==> config.mk <==
export PLATFORM = sky130hd
export DESIGN_NAME = dm_port_arbiter
export DESIGN_NICKNAME = d
export VERILOG_FILES = /design/src/rtl/dm_port_arbiter_pkg.sv /design/src/rtl/dm_starve_ctr.sv /design/src/rtl/dm_port_arbiter.sv
export SDC_FILE = /design/constraint.sdc
export NUM_CORES = 1
export LEC_CHECK = 0
export ABC_AREA = 1
export CORE_AREA = 2 2 100 102
export CTS_BUF_LIST = sky130_fd_sc_hd__clkbuf_8
export CTS_CLUSTER_SIZE = 20
export DETAILED_ROUTE_END_ITERATION = 12
export DIE_AREA = 0 0 102 104
export PLACE_DENSITY_LB_ADDON = 0.12
export SYNTH_ARGS = -nofsm -noshare
export SYNTH_HDL_FRONTEND = slang
export SYNTH_HIERARCHICAL = 1
export SYNTH_SLANG_ARGS = --single-unit
==> constraint.sdc <==
create_clock -name Clk -period 2.74 [get_ports Clk]
set_input_delay 0.274 -clock Clk [delete_from_list [all_inputs] [get_ports Clk]]
set_output_delay 0.274 -clock Clk [all_outputs]
set_load 0.1 [all_outputs]
==> src/rtl/dm_port_arbiter_pkg.sv <==
// Purpose: shared types and constants for the DataMemory port arbiter.
//   - dm_state_e : arbiter FSM encoding (ST_PIPE / ST_RESP, 1 bit)
//   - DM_ADDR_W  : default DataMemory word-address width
//   - DM_DATA_W  : default data width
//   - starve_w() : width of a saturating counter that reaches a given max
package dm_port_arbiter_pkg;

  typedef enum logic {
    ST_PIPE = 1'b0,  // pipeline owns the port, external may be granted
    ST_RESP = 1'b1   // one-cycle slot after an external grant, pipeline only
  } dm_state_e;

  localparam int DM_ADDR_W = 9;
  localparam int DM_DATA_W = 32;

  function automatic int starve_w(input int max_val);
    return $clog2(max_val + 1);
  endfunction

endpackage

==> src/rtl/dm_starve_ctr.sv <==
// Purpose: saturating up-counter with clear, used to track how long a
//   requester has been denied access to a shared port.
// Ports:
//   clk_i  : clock, rising edge
//   rst_i  : synchronous active-high reset (count -> 0)
//   inc_i  : increment by one, saturating at MAX
//   clr_i  : clear to zero (wins over inc_i)
//   cnt_o  : current count
//   sat_o  : count has reached MAX
module dm_starve_ctr #(
  parameter int MAX = 4,
  parameter int W   = $clog2(MAX + 1)
) (
  input  logic         clk_i,
  input  logic         rst_i,
  input  logic         inc_i,
  input  logic         clr_i,
  output logic [W-1:0] cnt_o,
  output logic         sat_o
);

  localparam logic [W-1:0] MAX_V = W'(MAX);

  logic [W-1:0] cnt_q, cnt_d;

  always_comb begin
    cnt_d = cnt_q;
    if (clr_i) begin
      cnt_d = '0;
    end else if (inc_i && (cnt_q != MAX_V)) begin
      cnt_d = cnt_q + 1'b1;
    end
  end

  always_ff @(posedge clk_i) begin
    if (rst_i) begin
      cnt_q <= '0;
    end else begin
      cnt_q <= cnt_d;
    end
  end

  assign cnt_o = cnt_q;
  assign sat_o = (cnt_q == MAX_V);

endmodule

==> src/rtl/dm_port_arbiter.sv <==
// Purpose: shares the single-port DataMemory between the pipeline MEM
//   stage and an external port (loader/debug/DMA). The pipeline has
//   priority; after STARVE_MAX consecutive denied external cycles the
//   external side is forced in and StallMem freezes the pipeline for that
//   one cycle. Every external grant is followed by one guaranteed
//   pipeline cycle (ST_RESP), in which read data is presented.
// Ports:
//   Clk, Reset                         : clock, synchronous active-high reset
//   MemWriteM/MemToRegM/ALUOutM/WriteDataM : pipeline store/load request
//   ReadDataM                          : load data back to pipeline
//   StallMem                           : freeze pipeline (forced ext grant)
//   ExtReq/ExtWe/ExtAddr/ExtWData      : external request, held until ExtAck
//   ExtAck                             : access performed this cycle
//   ExtRValid/ExtRData                 : read data, cycle after ExtAck
//   DMA/DMWD/DMWE/DMRD                 : DataMemory port
//   AddrErr                            : sticky pipeline out-of-range flag
//   dbg_state_o/dbg_starve_o           : FSM state and starvation count
//
// External handshake: ExtReq is the valid; ExtAck is the ready. A transfer
// happens in exactly the cycle where both are high. The requester must keep
// ExtWe/ExtAddr/ExtWData stable while ExtReq is high and ExtAck is low;
// dropping ExtReq before ExtAck cancels the request with no access.
module dm_port_arbiter
  import dm_port_arbiter_pkg::*;
#(
  parameter int ADDR_W     = DM_ADDR_W,
  parameter int DATA_W     = DM_DATA_W,
  parameter int STARVE_MAX = 4,
  localparam int SW        = starve_w(STARVE_MAX)
) (
  input  logic              Clk,
  input  logic              Reset,
  input  logic              MemWriteM,
  input  logic              MemToRegM,
  input  logic [31:0]       ALUOutM,
  input  logic [DATA_W-1:0] WriteDataM,
  output logic [DATA_W-1:0] ReadDataM,
  output logic              StallMem,
  input  logic              ExtReq,
  input  logic              ExtWe,
  input  logic [ADDR_W-1:0] ExtAddr,
  input  logic [DATA_W-1:0] ExtWData,
  output logic              ExtAck,
  output logic              ExtRValid,
  output logic [DATA_W-1:0] ExtRData,
  output logic [ADDR_W-1:0] DMA,
  output logic [DATA_W-1:0] DMWD,
  output logic              DMWE,
  input  logic [DATA_W-1:0] DMRD,
  output logic              AddrErr,
  output logic              dbg_state_o,
  output logic [SW-1:0]     dbg_starve_o
);

  dm_state_e         state_q, state_d;
  logic              rvalid_q;
  logic [DATA_W-1:0] rdata_q;
  logic              addr_err_q;

  logic              pipe_act;
  logic              addr_oor;
  logic              ext_gnt;
  logic              starve_inc;
  logic              starve_clr;
  logic              starve_sat;
  logic [SW-1:0]     starve_cnt;

  assign pipe_act = MemWriteM | MemToRegM;
  assign addr_oor = pipe_act & (|ALUOutM[31:ADDR_W]);

  // No grant while Reset is held, so nothing external commits during reset.
  assign ext_gnt = !Reset && (state_q == ST_PIPE) && ExtReq &&
                   (!pipe_act || starve_sat);

  // Starvation only advances in ST_PIPE; ST_RESP holds the count.
  assign starve_clr = (state_q == ST_PIPE) && (ext_gnt || !ExtReq);
  assign starve_inc = (state_q == ST_PIPE) && !ext_gnt && ExtReq;

  dm_starve_ctr #(
    .MAX (STARVE_MAX),
    .W   (SW)
  ) u_starve (
    .clk_i (Clk),
    .rst_i (Reset),
    .inc_i (starve_inc),
    .clr_i (starve_clr),
    .cnt_o (starve_cnt),
    .sat_o (starve_sat)
  );

  // Port mux: pipeline by default, external only in a grant cycle.
  always_comb begin
    DMA     = ALUOutM[ADDR_W-1:0];
    DMWD    = WriteDataM;
    DMWE    = MemWriteM & ~addr_oor;
    state_d = ST_PIPE;
    if (ext_gnt) begin
      DMA     = ExtAddr;
      DMWD    = ExtWData;
      DMWE    = ExtWe;
      state_d = ST_RESP;
    end
  end

  always_ff @(posedge Clk) begin
    if (Reset) begin
      state_q    <= ST_PIPE;
      rvalid_q   <= 1'b0;
      rdata_q    <= '0;
      addr_err_q <= 1'b0;
    end else begin
      state_q  <= state_d;
      rvalid_q <= ext_gnt & ~ExtWe;
      if (ext_gnt && !ExtWe) begin
        rdata_q <= DMRD;
      end
      // Only a pipeline access that actually owns the port flags an error.
      if (addr_oor && !ext_gnt) begin
        addr_err_q <= 1'b1;
      end
    end
  end

  assign ReadDataM    = addr_oor ? '0 : DMRD;
  assign StallMem     = ext_gnt & pipe_act;
  assign ExtAck       = ext_gnt;
  // A reset landing in ST_RESP abandons the read: hide the pending pulse.
  assign ExtRValid    = rvalid_q & ~Reset;
  assign ExtRData     = rdata_q;
  assign AddrErr      = addr_err_q;
  assign dbg_state_o  = state_q;
  assign dbg_starve_o = starve_cnt;

endmodule

==> results of run 1 <==
## stage by stage
step	power [uW]	hold slack, ns	instances	worst slack [ns]	area [sq um]
finish	2365	0.4697	862	0.3719	6005
global route	2452	0.4784	862	0.1994	6005
CTS	2392	0.4707	862	0.3386	6005
detailed placement	1812	0.4584	854	0.5339	5867
global placement	1806	0.4469	854	0.5482	5867
floorplan	1262	0.3431	479	0.01402	2516
## tightest hold or removal path, delay by kind of cell (launching register included)
family	cells	cell delay [ns]
AOI/OAI and AO/OA	1	0.05
buffers and inverters	1	0.05
DFF	1	0.32
## synthesized netlist by cell type
| master | instances |
|---|---|
| nand2_1 | 202 |
| nor2_1 | 120 |
| inv_1 | 81 |
| dfxtp_1 | 38 |
| buf_2 | 9 |
| clkbuf_1 | 8 |
| a21oi_1 | 5 |
| nand3_1 | 4 |
| buf_6 | 3 |
| buf_1 | 2 |
| ha_1 | 2 |
| nor3_1 | 2 |
| inv_2 | 1 |
| nand2_2 | 1 |
| or2_1 | 1 |
## metal layers
layer  vias to the layer above  global-route usage (%)  share of wire [%]
li1                       1852                       -                  -
met1                      1477                   18.96                 34
met2                       144                   36.80                 53
met3                        19                   8.401                 11
met4                         0                   5.905                2.3
met5                         -                       0                  0
## logic make-up after synthesis
family,count (synthesis),share of synthesized area (%)
buf+inv,104,17.06
compound gates,5,1.006
simple gates,330,50.33
flops,38,30.60
fa+ha+maj,2,1.006
## sequential cells by signal (all words and copies together), names as in the netlist
signal / flops
ExtRData: 32
dbg_state_o: 1
u_starve/cnt_o: 3
AddrErr: 1
rvalid_q: 1
## layout make-up
class	count	area share, %
Clock inverter	3	1.146
Sequential cell	38	12.73
Timing Repair Buffer	264	54.97
Multi-Input combinational cell	337	22.11
Clock buffer	5	1.146
Tap cell	133	2.771
Inverter	82	5.126
## power groups by stage
stage | sequential (uW) | clock [uW] | combinational (uW)
global placement | 586 | 0 | 1220
global route | 576 | 607 | 1270
finish | 574 | 571 | 1220
CTS | 574 | 591 | 1230
floorplan | 683 | 0 | 579
detailed placement | 587 | 0 | 1220
## worst max-delay path by stage
stage,cells past startpoint,end,slack [ns],start
global route,12,DMWE,0.20,u_starve/cnt_o[0]
finish,12,DMWE,0.37,u_starve/cnt_o[0]
CTS,12,DMWE,0.34,u_starve/cnt_o[0]
detailed placement,10,ReadDataM[16],0.53,ALUOutM[20]
global placement,10,ReadDataM[21],0.55,ALUOutM[30]
floorplan,11,DMA[7],0.01,u_starve/cnt_o[0]
==> impl_results.md, run 1 <==
* DRC viols at 0
* IO Pins at 257
* H-tree depth at 2
* Post-Syn Instances at 479
* Post-synthesis register bit count at 38
* Fill count at 888
* Hold buffer count at cts at 0
* Clk pwr share at 24.2%
* Clock Latency Late Sink at 0.29 ns
* 1st-pass router iterations at 4
* Crit-path max FO at 17
* CTS tree: done
* Comb power frac at 51.6%
* Post-Syn Area at 0.002486 sq mm
* WHS Endpoint: AddrErr
* Sw frac at 40.67%
* Area added between synthesis and finish at 141.5%
* Post-layout minimum cycle time at 2.368 ns
* Buffers on Ports at 256
* Final period util at 86.43%
* Max-slew violations at 0
* Initial Util at 26.04%
* Highest clock rate at 422.3 MHz
* Storage cell area at 764.5 sq um
* FP Rows at 36
* Netlist cell types at 15
* Clock Sinks at 38
* All-Layer GR Usage at 19.62%
* Core area at 0.009549 sq mm
* Critical path arrival at 2.09 ns
* Largest cells by area after synthesis: dfxtp_1, nand2_1, nor2_1
* Maximum VDD drop at 0.1870 mV
* Clock Path Buffers at 2
* Post-CTS Setup Inserts at 0
* Max Cap Viol at 0
* Endpoints failing hold at 0
* Critical Path Sink Type: output pin
* Drt wl/cell at 12.27 um
* Global route total overflow at 0
* Routed via count at 3492
* Most frequent cells in the layout: nand2_1, clkdlybuf4s50_1, nor2_1
* Multi-input gate area at 0.001328 sq mm
* Syn Area/Cell at 5.190 sq um
* Power per cell area at 393.9 mW/mm^2
* Worst slew pin tran at 0.5409 ns
* Sequential-to-total area share from yosys stat at 30.60%
* R2r startpoint: u_starve/cnt_o[0]
* Detailed Route Iter0 Violations at 81
* Synth warn at 6
* Global-route wire length before repair at 16530 um
* Largest net degree at the start of global routing at 36
* Clk root buf: clkbuf_8
* Most common cell after layout, fill and taps aside: nand2_1
* R2R depth at 13
* Status: complete, no violations
* Vias in the first global route at 3440
* Antenna Nets Post-Route at 0
* DIE AREA at 0.01061 sq mm
* Fin Setup TNS at 0 ns
* CP cell instances: inv_1 > ha_1 > nand2_2 > inv_1 > inv_1 > nand2_1 > nand2_1 > buf_4 > or2_2 > inv_1 > nor2_2 > buf_12
* Initial antenna violation count at 0
* Setup Crit Path Kind: reg2out
* CP max stage cell: dfxtp_2
* Overall routed net length at 10570 um
* HP Start: AddrErr
* Slew headroom at 63.66%
* HP Class: reg2reg
* Delay-heaviest family, CP: buffers and inverters
* Dpl hpwl at 9156 um
* Antenna cells at 0
* CP dominant cell by count: inv_1
* Cell Int Power at 1403 uW
* DR vias/cell at 4.051
* GPL Wtd Cong at 0.8061
* Sequential share of power at 24.3%
* Clock-pin slew on the worst setup and hold paths at 0.08 ns
* Die Ht at 104 um
* Post-Syn Nets at 624
* Layout Skew at 0.005144 ns
* CP peak stage delay at 0.37 ns
* R2R Path End: ExtRData[23]
* Critical Path RT at 2.47 ns
* RSZ-0062 raised after global routing: no
* LEAKAGE at 0.003103 uW
* Layout cell share with drive strength beyond 1 at 20.03%
* Die Wd at 102 um
* Largest area contributor in the netlist: dfxtp_1
* Nets@finish at 873
* Util after Layout at 62.88%
* CP Buf/Inv Count at 6
* Switch Pwr at 961.9 uW
* Final setup fails at 0
* CTS buffer count at 5
* Top cell type's share of synthesized area at 30.60%
* Register-to-register setup slack at 0.70 ns
* Startpoint Class: flop
* Hold depth at 2
* Post-CTS Resized at 0
Power figures use the tool's default switching activity.
==> run 2, diff against run 1 <==
--- a/config.mk
+++ b/config.mk
@@ -12,6 +12,7 @@
 export DETAILED_ROUTE_END_ITERATION = 12
 export DIE_AREA = 0 0 102 104
 export PLACE_DENSITY_LB_ADDON = 0.12
+export SKIP_CTS_REPAIR_TIMING = 1
 export SYNTH_ARGS = -nofsm -noshare
 export SYNTH_HDL_FRONTEND = slang
 export SYNTH_HIERARCHICAL = 1
==> results of run 2 <==
Final layout, timing and power as in run 1 (identical DEF).
==> run 3, diff against run 2 <==
--- a/config.mk
+++ b/config.mk
@@ -11,7 +11,7 @@
 export CTS_CLUSTER_SIZE = 20
 export DETAILED_ROUTE_END_ITERATION = 12
 export DIE_AREA = 0 0 102 104
-export PLACE_DENSITY_LB_ADDON = 0.12
+export PLACE_DENSITY = 0.74
 export SKIP_CTS_REPAIR_TIMING = 1
 export SYNTH_ARGS = -nofsm -noshare
 export SYNTH_HDL_FRONTEND = slang
==> impl_results.md, run 3 (synthesized netlist as in run 1, its figures left out) <==
* All-Layer GR Usage at 19.55% (-0.075 points)
* Startpoint Class: input port
* Layout cell share with drive strength beyond 1 at 19.59% (-0.44 points)
* CTS buffer count at 5 (unchanged)
* Antenna Nets Post-Route at 0 (unchanged)
* H-tree depth at 2 (unchanged)
* Max-slew violations at 0 (unchanged)
* Drt wl/cell at 12.42 um (+1.3%)
* Die Wd at 102 um (unchanged)
* Global-route wire length before repair at 16620 um (+0.59%)
* Overall routed net length at 10670 um (+0.93%)
* DR vias/cell at 4.078 (+0.67%)
* Initial antenna violation count at 1 (+1)
* Final setup fails at 0 (unchanged)
* Dpl hpwl at 9116 um (-0.43%)
* Routed via count at 3503 (+0.32%)
* HP Class: reg2reg
* Max Cap Viol at 0 (unchanged)
* Final period util at 91.42% (+5.0 points)
* Total power at 2372 uW (+0.28%)
* GPL Wtd Cong at 0.8515 (+5.6%)
* Post-layout minimum cycle time at 2.505 ns (+0.1368 ns)
* Endpoints failing hold at 0 (unchanged)
* Clk root buf: clkbuf_8
* CTS tree: done
* Fin Setup TNS at 0 ns (unchanged)
* Maximum VDD drop at 0.2029 mV (+8.5%)
* Highest clock rate at 399.2 MHz (-5.5%)
* Global route total overflow at 0 (unchanged)
* Most common cell after layout, fill and taps aside: nand2_1
* Initial Util at 26.04% (unchanged)
* Layout Skew at 0.004009 ns (-0.001135 ns)
* Clock Sinks at 38 (unchanged)
* Area added between synthesis and finish at 141.1%
* Nets@finish at 869 (-0.46%)
* Max FFs per register at 32 (unchanged)
* RSZ-0062 raised after global routing: no
* DIE AREA at 0.01061 sq mm (unchanged)
* Vias in the first global route at 3488 (+1.4%)
* Clock-pin slew on the worst setup and hold paths at 0.07 ns (about the same)
* Most frequent cells in the layout: nand2_1, clkdlybuf4s50_1, nor2_1
* FP Rows at 36 (unchanged)
* 1st-pass router iterations at 4 (unchanged)
* Critical path arrival at 2.23 ns (+0.14 ns)
* Status: complete, no violations
* Critical Path Sink Type: output pin
* Die Ht at 104 um (unchanged)
* Detailed Route Iter0 Violations at 98 (+21%)
* Clock Latency Late Sink at 0.28 ns (about the same)
* Buffers on Ports at 256 (unchanged)
* LEAKAGE at 0.003095 uW (-0.28%)
* Clock Path Buffers at 2 (unchanged)
* DRC viols at 0 (unchanged)
* Critical Path RT at 2.47 ns (about the same)
* Core area at 0.009549 sq mm (unchanged)
* Setup Crit Path Kind: in2out
* Power per cell area at 395.6 mW/mm^2 (+0.45%)
* IO Pins at 257 (unchanged)
* Crit-path max FO at 32 (+15)
* Worst slew pin tran at 0.9274 ns (+0.3865 ns)
* Largest net degree at the start of global routing at 55 (+53%)
* Slew headroom at 38.11% (-26 points)
[run 3: cell count changes in the layout (fill, tap and decap cells not counted)]
cell,change
buf_12,+1
clkbuf_8,+1
buf_4,-5
clkinv_4,-1
diode_2,+1
[run 3: worst paths after layout]
kind	start	slack (ns)	cells after the start	to
max	ALUOutM[27]	0.24	9	ReadDataM[0]
min	AddrErr	0.48	2	AddrErr
max reg2reg	u_starve/cnt_o[0]	0.76	12	u_starve/cnt_o[0]
min reg2reg	AddrErr	0.48	2	AddrErr
[run 3: cell type report]
cell class                 count  area, sq um
antenna                        1        2.502
clock buffer                   6        82.58
clock inverter                 2        60.06
fill                         847         3555
inverter                      82        307.8
multi-input combinational    337         1328
sequential                    38        764.5
tap                          133        166.4
timing repair buffer         260         3283
[run 3: routing by layer]
layer | vias to the layer above | track usage, % | routed length [um]
li1 | 1841 | - | -
met1 | 1492 | 18.82 | 3642
met2 | 161 | 37.88 | 5780
met3 | 9 | 7.661 | 1125
met4 | 0 | 4.571 | 122
met5 | - | 0 | 0
[run 3: metrics by stage]
stage / cell area, sq um / instances / hold slack (ns) / utilization, % / setup slack [ns]
2_1_floorplan: 2516 / 479 / 0.3431 / - / 0.01402
3_3_place_gp: 5849 / 850 / 0.4448 / 61.26 / 0.2965
3_5_place_dp: 5849 / 850 / 0.4762 / 61.26 / 0.2148
4_1_cts: 5992 / 858 / 0.4883 / 62.75 / 0.2057
5_1_grt: 5995 / 859 / 0.4995 / 62.78 / 0.01858
6_report: 5995 / 859 / 0.4766 / 62.78 / 0.2351
[run 3: worst max-delay path, cell delays in order]
cell             delay (ns)
clkdlybuf4s50_1        0.48
nor2_1                 0.04
nand2_1                0.08
nor2_1                 0.05
nand3_1                0.12
nand2_1                0.07
inv_1                  0.67
nor2_1                 0.19
buf_12                 0.23
[run 3: report_power, final]
group	leakage (uW)	switching (uW)	internal [uW]	total (uW)
sequential	0.000309	8.48	566	575
clock	0.0000714	187	388	576
combinational	0.00271	751	470	1220
total	0.00309	947	1420	2370
